$ cat src/rtl/vec_to_angle.sv
// Vectoring-mode CORDIC: signed Q16.16 (x, y) -> integer angle in degrees 0..359.
// One computation in flight; start/done handshake; shift-and-add only.
module vec_to_angle #(
   parameter int ITERS = 16
) (
   input  logic               clk,
   input  logic               reset_n,
   input  logic               start,
   input  logic signed [31:0] vec_x,
   input  logic signed [31:0] vec_y,
   output logic               ready,
   output logic               done,
   output logic [8:0]         angle,
   output logic               zero_vec
);

   typedef enum logic [1:0] {IDLE, ITER, NORM} state_t;

   state_t             r_state;
   state_t             w_state_next;
   logic signed [34:0] r_x;
   logic signed [34:0] r_y;
   logic signed [31:0] r_z;
   logic [3:0]         r_i;
   logic               r_neg;
   logic               r_zero;
   logic               r_done;
   logic [8:0]         r_angle;
   logic               r_zero_vec;

   logic signed [34:0] w_ext_x;
   logic signed [34:0] w_ext_y;
   logic signed [34:0] w_x_sh;
   logic signed [34:0] w_y_sh;
   logic signed [31:0] w_atan;
   logic               w_d;
   logic signed [31:0] w_t;
   logic signed [31:0] w_a;
   logic [8:0]         w_angle;

   // atan(2^-i) in degrees, Q16.16
   function automatic logic signed [31:0] atan_lut(input logic [3:0] idx);
      case (idx)
         4'd0:    return 32'sd2949120;
         4'd1:    return 32'sd1740967;
         4'd2:    return 32'sd919879;
         4'd3:    return 32'sd466945;
         4'd4:    return 32'sd234379;
         4'd5:    return 32'sd117304;
         4'd6:    return 32'sd58666;
         4'd7:    return 32'sd29335;
         4'd8:    return 32'sd14668;
         4'd9:    return 32'sd7334;
         4'd10:   return 32'sd3667;
         4'd11:   return 32'sd1833;
         4'd12:   return 32'sd917;
         4'd13:   return 32'sd458;
         4'd14:   return 32'sd229;
         default: return 32'sd115;
      endcase
   endfunction

   always_comb begin
      w_state_next = r_state;
      case (r_state)
         IDLE:    if (start) w_state_next = ITER;
         ITER:    if (r_i == 4'(ITERS - 1)) w_state_next = NORM;
         NORM:    w_state_next = IDLE;
         default: w_state_next = IDLE;
      endcase
   end

   assign w_ext_x = {{3{vec_x[31]}}, vec_x};
   assign w_ext_y = {{3{vec_y[31]}}, vec_y};
   assign w_x_sh  = r_x >>> r_i;
   assign w_y_sh  = r_y >>> r_i;
   assign w_atan  = atan_lut(r_i);
   assign w_d     = ~r_y[34];

   // Left half-plane inputs were pre-rotated by 180 degrees at load.
   assign w_t = (r_neg ? 32'sd11796480 : 32'sd0) + r_z;
   assign w_a = (w_t + 32'sd32768) >>> 16;

   always_comb begin
      if (w_a < 0)
         w_angle = 9'(w_a + 32'sd360);
      else if (w_a >= 32'sd360)
         w_angle = 9'(w_a - 32'sd360);
      else
         w_angle = 9'(w_a);
   end

   always_ff @(posedge clk or negedge reset_n) begin
      if (!reset_n) begin
         r_state    <= IDLE;
         r_x        <= '0;
         r_y        <= '0;
         r_z        <= '0;
         r_i        <= '0;
         r_neg      <= 1'b0;
         r_zero     <= 1'b0;
         r_done     <= 1'b0;
         r_angle    <= '0;
         r_zero_vec <= 1'b0;
      end else begin
         r_state <= w_state_next;
         r_done  <= 1'b0;
         case (r_state)
            IDLE: begin
               if (start) begin
                  r_x    <= vec_x[31] ? -w_ext_x : w_ext_x;
                  r_y    <= vec_x[31] ? -w_ext_y : w_ext_y;
                  r_neg  <= vec_x[31];
                  r_zero <= (vec_x == 32'sd0) && (vec_y == 32'sd0);
                  r_z    <= '0;
                  r_i    <= '0;
               end
            end
            ITER: begin
               if (w_d) begin
                  r_x <= r_x + w_y_sh;
                  r_y <= r_y - w_x_sh;
                  r_z <= r_z + w_atan;
               end else begin
                  r_x <= r_x - w_y_sh;
                  r_y <= r_y + w_x_sh;
                  r_z <= r_z - w_atan;
               end
               r_i <= r_i + 4'd1;
            end
            NORM: begin
               r_angle    <= r_zero ? 9'd0 : w_angle;
               r_zero_vec <= r_zero;
               r_done     <= 1'b1;
            end
            default: ;
         endcase
      end
   end

   assign ready    = (r_state == IDLE);
   assign done     = r_done;
   assign angle    = r_angle;
   assign zero_vec = r_zero_vec;

endmodule

$ cat config.mk
export PLATFORM = sky130hd
export DESIGN_NAME = vec_to_angle
export DESIGN_NICKNAME = d
export VERILOG_FILES = /design/src/rtl/vec_to_angle.sv
export SDC_FILE = /design/constraint.sdc
export NUM_CORES = 1
export LEC_CHECK = 0
export CORE_ASPECT_RATIO = 1.1
export CORE_MARGIN = 3
export CORE_UTILIZATION = 58
export CTS_CLUSTER_DIAMETER = 80
export DETAILED_ROUTE_END_ITERATION = 10
export PLACE_DENSITY = 0.81
export RECOVER_POWER = 100
export SKIP_CTS_REPAIR_TIMING = 1
export SLEW_MARGIN = 25
export SYNTH_ARGS = -nofsm -noshare
export SYNTH_HDL_FRONTEND = slang
export SYNTH_SLANG_ARGS = --single-unit
$ cat constraint.sdc
create_clock -name clk -period 7.14 [get_ports clk]
set_clock_uncertainty 0.2 [all_clocks]
set_input_delay 1.785 -clock clk [delete_from_list [all_inputs] [get_ports clk]]
set_output_delay 1.785 -clock clk [all_outputs]
set_load 0.02 [all_outputs]
==> flow_metrics.py, run 1 <==
metrics = {
    "cells_and_area": {
        "layout_commonest_cell": "nand2_1",
        "regArea_um2": 3042,
        "multi_input_area_um2": 14330,
        "area_growth_pct": 7.512,
        "final_cell_mix": "nand2_1 (261), o21ai_0 (209), nor2_1 (145), a21oi_1 (140), xor2_1 (120)",
        "drive_gt1_share_pct": 7.346,
        "nets": 2461,
        "nFillCells": 2741,
        "diodes": 0,
    },
    "worst_setup_path": {
        "worstPathCellList": "buf_12 -> mux4_1 -> and2_1 -> a2111o_1 -> o22ai_1 -> and2_0 -> nand3_1 -> nor2_1 -> and3_1 -> a21oi_1 -> xor2_1 -> ha_1 -> and4_1 -> and2_1 -> a22oi_1 -> nand2b_1 -> o31ai_1 -> a21boi_0 -> o21ai_0 -> nand2b_1 -> xnor2_1 -> o21ai_0",
        "slowest_delay_ns": 0.70,
        "critPathTopFamily": "simple AND/OR/NAND/NOR gates",
        "startpoint_type": "flop",
        "required_ns": 7.25,
        "crit_slowest_cell": "dfrtp_4",
        "crit_buf_inv": 1,
        "crit_arrival_ns": 6.41,
        "cp_max_fo": 80,
        "worstSetupEndpointType": "flop",
        "critPathKind": "flop to flop",
    },
    "die": {
        "io_pins": 79,
        "die_x_um": 175.2,
        "die-area_um2": 33640,
        "rows": 67,
        "core_area_um2": 30770,
        "initial_core_util_pct": 59.34,
        "die_h_um": 192.1,
    },
    "timing": {
        "finalMaxSlewViolations": 239,
        "finalHoldViolCount": 0,
        "fin_crit_ns": 6.303,
        "setup_tns_ns": 0,
        "finalCritPeriodShare_pct": 88.27,
        "rsz0062_at_grt": "no",
        "fmax_ghz": 0.1587,
        "worst-slew-pin-transition_ns": 2.791,
        "setup_viol": 0,
        "slew_headroom_pct": -86.09,
    },
    "synthesis": {
        "syn-num-nets": 2490,
        "netlist_area_um2": 18260,
        "yosysWarnings": 0,
        "ys_seq_area_share_pct": 16.59,
        "synth_edf_count": 0,
        "async_reset_ff_share_pct": 100.0,
        "synthFlopType": "dfrtp_1",
        "avgSynthCellArea_um2": 7.927,
        "synth_seq_cells": 121,
        "syn-instance-count": 2303,
        "synth_cell_types": 94,
    },
    "routing": {
        "ant_nets": 0,
        "drtIter0Drc": 1909,
        "dr_total_vias": 18160,
        "wire_per_inst_um": 20.79,
        "viasPerCell": 6.722,
        "routed_wl_um": 56150,
        "first_pass_iters": 6,
        "post-route-drc-count": 0,
    },
    "clocking": {
        "numCtsBuffers": 17,
        "h-tree-depth": 4,
        "cts_sinks": 121,
        "clk_latency_ns": 0.46,
        "cts.clk_slew.worst_paths_ns": 0.07,
        "cts_buffer_depth": 2,
        "cts-root-buf": "clkbuf_16",
        "cts_tree": "done",
    },
    "grt": {
        "grt_pass1_vias": 17330,
        "grt_max_degree": 90,
        "grt_usage_pct": 33.31,
        "antenna_found_initial": 1,
        "grt_pass1_wl_um": 90490,
        "overflow": 0,
    },
    "status": {
        "violations": "max-capacitance violations, max-slew violations",
        "status": "complete, but fails checks",
    },
    "placement": {
        "portBuffers": 78,
        "place.detailed.hpwl_um": 42340,
        "place_congestion": 0.9936,
    },
    "flow_run": {
        "maxCapViolCount": 6,
    },
    "worst_hold_path": {
        "hold_path.class": "flop to flop",
    },
}
==> synthesized netlist by cell type, types with 8 or more instances <==
| cell | count | share of area, % |
|---|---|---|
| mux4_1 | 14 | 2.0 |
| a211oi_1 | 20 | 0.82 |
| xnor2_1 | 108 | 5.2 |
| xor2_1 | 120 | 5.8 |
| nand2b_1 | 39 | 1.3 |
| o31ai_1 | 41 | 1.7 |
| mux2i_1 | 77 | 4.2 |
| a31oi_1 | 37 | 1.3 |
| o21bai_1 | 14 | 0.58 |
| nor3_1 | 36 | 0.99 |
| o22ai_1 | 20 | 0.69 |
| o211ai_1 | 81 | 3.3 |
| buf_4 | 18 | 0.74 |
| and2_1 | 21 | 0.72 |
| a221oi_1 | 10 | 0.48 |
| or4_1 | 8 | 0.33 |
| inv_1 | 53 | 1.1 |
| dfrtp_1 | 121 | 17 |
| and3_1 | 20 | 0.69 |
| or2_2 | 12 | 0.41 |
| or3_1 | 18 | 0.62 |
| a22oi_1 | 14 | 0.58 |
| nand4_1 | 13 | 0.45 |
| nor4_1 | 8 | 0.27 |
| nor3b_1 | 11 | 0.45 |
| mux4_2 | 41 | 5.1 |
| o21a_1 | 19 | 0.78 |
| ha_1 | 117 | 8.0 |
| o41ai_1 | 10 | 0.48 |
| buf_1 | 19 | 0.39 |
| nand3_1 | 61 | 1.7 |
| a22o_1 | 13 | 0.62 |
| nor2_1 | 145 | 3.0 |
| mux2_2 | 39 | 2.4 |
| nor2b_1 | 32 | 1.1 |
| a21o_1 | 47 | 1.9 |
| o21ai_0 | 208 | 5.7 |
| buf_2 | 15 | 0.41 |
| clkbuf_1 | 91 | 1.9 |
| nand2_1 | 261 | 5.4 |
| a21oi_1 | 140 | 3.8 |
==> worst register-to-register path, cell delays in order, from the launching register on <==
cell,delay [ns]
dfrtp_4,0.70
buf_12,0.44
mux4_1,0.71
and2_1,0.20
a2111o_1,0.32
o22ai_1,0.21
and2_0,0.21
nand3_1,0.08
nor2_1,0.39
and3_1,0.30
a21oi_1,0.10
xor2_1,0.18
ha_1,0.34
and4_1,0.23
and2_1,0.16
a22oi_1,0.20
nand2b_1,0.11
o31ai_1,0.30
a21boi_0,0.19
o21ai_0,0.19
nand2b_1,0.09
xnor2_1,0.18
o21ai_0,0.11
==> metal layers <==
metal | vias to the layer above | track usage, % | routed length [um]
li1 | 8528 | - | -
met1 | 8657 | 40.39 | 22420
met2 | 757 | 56.92 | 26770
met3 | 212 | 5.121 | 3648
met4 | 2 | 17.96 | 3302
met5 | - | 0 | 13
==> sequential cells by signal, summed over array words and instances (netlist names) <==
register and count:
r_x 35, r_y 35, r_z 32, angle 9, r_i 4, r_state 2
done 1, r_neg 1, r_zero 1, zero_vec 1
==> final timing paths <==
kind / endpoint / slack, ns / cells after the start / from
min in group asynchronous: r_z[28] / 1.53 / 1 / reset_n
worst max-delay path: r_y[28] / 0.84 / 22 / r_i[1]
worst min-delay path: angle[5] / 0.27 / 2 / angle[5]
max in group asynchronous: r_i[0] / 1.69 / 2 / reset_n
worst min register to register: angle[5] / 0.27 / 2 / angle[5]
worst max register to register: r_y[28] / 0.84 / 22 / r_i[1]
==> through the flow <==
stage / worst slack (ns) / instance area (um^2) / hold WS (ns) / utilization, % / std cells
3_3_place_gp: 1.089 / 19080 / 0.2602 / 62.02 / 2669
4_1_cts: 0.9432 / 19660 / 0.2786 / 63.89 / 2701
2_1_floorplan: 0.7762 / 18260 / 0.2551 / - / 2303
3_5_place_dp: 0.9696 / 19080 / 0.2649 / 62.02 / 2669
5_1_grt: 0.2563 / 19630 / 0.2960 / 63.79 / 2701
6_report: 0.8374 / 19630 / 0.2696 / 63.79 / 2701
==> cell families (layout without fill, tap and decap cells) <==
| group | Yosys count | count (layout) | share of synthesized area (%) |
|---|---|---|---|
| AOI/OAI and AO/OA | 743 | 743 | 26.23 |
| and+or+nand+nor | 715 | 715 | 19.09 |
| xor gates and xnor gates | 229 | 229 | 11.06 |
| buffers and inverters | 204 | 188 | 4.983 |
| muxes | 171 | 171 | 13.70 |
| DFF | 121 | 121 | 16.59 |
| adders and majority gates | 120 | 120 | 8.348 |
==> cell type report <==
cell class              count  share of cell area (%)
clock buffers              18                   2.238
clock inverters            14                  0.6949
inverters                  55                   1.052
multi-input cells        1978                   73.00
flip-flops and latches    121                   15.50
well taps                 414                   2.639
repair buffers            101                   4.877
Power of run 1 is left out: the tool's default activity adds up to more than one toggle a clock period on the data nets, which glitch-free logic cannot reach.
==> run 2: changes to the inputs <==
==> constraint.sdc (replaced) <==
create_clock -name clk -period 7.14 [get_ports clk]
set_clock_uncertainty 0.2 [all_clocks]
set_input_delay 1.428 -clock clk [delete_from_list [all_inputs] [get_ports clk]]
set_output_delay 1.428 -clock clk [all_outputs]
set_load 0.02 [all_outputs]
==> run 2 against run 1 <==
Compared with the run above:
- the run still ends with max-capacitance violations, max-slew violations left
- core utilization down 0.15 points
- sequential share of layout area about the same
- register-to-register slack worse by 0.18 ns
- design area down 0.24%
- non-clock buffer count up 2
- die area unchanged
- routed wire length down 2.2%
- hold slack about the same
- largest cell class unchanged
==> flow_metrics.py, run 2 (synthesis results as in run 1) <==
metrics = {
    "grt": {
        "grt_pass1_wl_um": 88180,
        "antenna_found_initial": 0,
        "grt_pass1_vias": 17280,
        "grt_usage_pct": 32.13,
        "grt_max_degree": 87,
        "overflow": 0,
    },
    "flow_run": {
        "maxCapViolCount": 4,
    },
    "cells_and_area": {
        "drive_gt1_share_pct": 7.339,
        "layout_commonest_cell": "nand2_1",
        "reg.largest.list": "r_x (35), r_y (35), r_z (32)",
        "final_cell_mix": "nand2_1 (261), o21ai_0 (209), nor2_1 (145), a21oi_1 (140), xor2_1 (120)",
        "diodes": 0,
        "utilization_pct": 63.64,
        "area_growth_pct": 7.252,
        "nets": 2463,
    },
    "status": {
        "violations": "max-capacitance violations, max-slew violations",
        "status": "complete, but fails checks",
    },
    "clocking": {
        "cts_tree": "done",
        "cts-root-buf": "clkbuf_16",
        "numCtsBuffers": 17,
        "h-tree-depth": 4,
        "cts_sinks": 121,
        "clk_latency_ns": 0.46,
        "cts_buffer_depth": 2,
        "cts.clk_slew.worst_paths_ns": 0.07,
    },
    "die": {
        "core_area_um2": 30770,
        "die-area_um2": 33640,
        "rows": 67,
        "initial_core_util_pct": 59.34,
        "die_x_um": 175.2,
        "die_h_um": 192.1,
        "io_pins": 79,
    },
    "timing": {
        "fmax_ghz": 0.1543,
        "finalMaxSlewViolations": 164,
        "setup_ws_ns": 0.6602,
        "worst-slew-pin-transition_ns": 3.418,
        "fin_crit_ns": 6.480,
        "slew_headroom_pct": -127.8,
        "finalHoldViolCount": 0,
        "setup_viol": 0,
        "rsz0062_at_grt": "no",
        "finalCritPeriodShare_pct": 90.75,
        "setup_tns_ns": 0,
    },
    "worst_setup_path": {
        "worstSetupEndpointType": "flop",
        "slowest_delay_ns": 0.87,
        "cp_max_fo": 48,
        "crit_arrival_ns": 6.62,
        "critPathTopFamily": "simple AND/OR/NAND/NOR gates",
        "crit_buf_inv": 1,
        "worstPathCellList": "buf_4 -> mux4_1 -> mux2_1 -> mux2i_1 -> nor4b_1 -> nand4bb_1 -> or3_1 -> nand2b_1 -> o21ai_0 -> mux2i_1 -> a22o_1 -> ha_1 -> a21o_1 -> a21oi_1 -> o21ai_0 -> a211oi_1 -> xnor2_1 -> o21bai_1 -> a22o_1",
        "required_ns": 7.28,
        "critPathKind": "flop to flop",
        "crit_slowest_cell": "dfrtp_4",
        "startpoint_type": "flop",
    },
    "routing": {
        "viasPerCell": 6.708,
        "ant_nets": 0,
        "post-route-drc-count": 0,
        "dr_wl_met2_um": 26280,
        "first_pass_iters": 6,
        "met3_length_um": 3721,
        "routed_wl_um": 54930,
        "drtIter0Drc": 1760,
        "highest_layer": "met4",
        "wire_per_inst_um": 20.32,
        "dr_total_vias": 18130,
        "wl_met1_um": 22070,
    },
    "placement": {
        "place_congestion": 1.003,
        "place_ws_ns": 0.8676,
        "place.detailed.hpwl_um": 41650,
        "portBuffers": 78,
    },
    "worst_hold_path": {
        "hold_path.class": "flop to flop",
    },
}
run 2: cell count changes in the layout (fill, tap and decap cells not counted), moves of 2 or more:
cell,change
buf_12,-3
buf_4,+6
and2_0,+2
and2_1,-2
run 2: tightest hold or removal path: cells and delay by family (launching register included):
kind	cells	cell delay, ns
flops	1	0.34
simple gates	1	0.05
compound gates	1	0.05
run 2: worst paths after layout:
check	from	end	slack, ns	cells past startpoint
worst min register to register	angle[7]	angle[7]	0.27	2
max in group asynchronous	reset_n	r_i[0]	2.01	2
min in group asynchronous	reset_n	angle[5]	1.12	1
worst max register to register	r_i[1]	r_x[34]	0.66	19
worst min-delay path	angle[7]	angle[7]	0.27	2
worst max-delay path	r_i[1]	r_x[34]	0.66	19
run 2: layout make-up:
class	instances	area, um^2
fillers	2721	11190
inverters	55	206.4
repair buffers	103	938.4
well taps	414	518.0
clock buffers	18	439.2
clock inverters	14	113.9
multi-input cells	1978	14320
flip-flops and latches	121	3042
run 2: per-layer routing:
metal	track usage [%]	up-vias
met5	0	-
met4	16.08	0
met3	6.485	184
met2	54.96	731
met1	38.47	8687
li1	-	8529
run 2: per-stage QoR:
stage,cell area (um^2),cells,hold WS [ns]
CTS,19610,2703,0.2813
floorplan,18260,2303,0.2551
global route,19580,2703,0.3030
global placement,19060,2671,0.2602
detailed placement,19060,2671,0.2675
finish,19580,2703,0.2696
Power of run 2 is left out for the same reason.
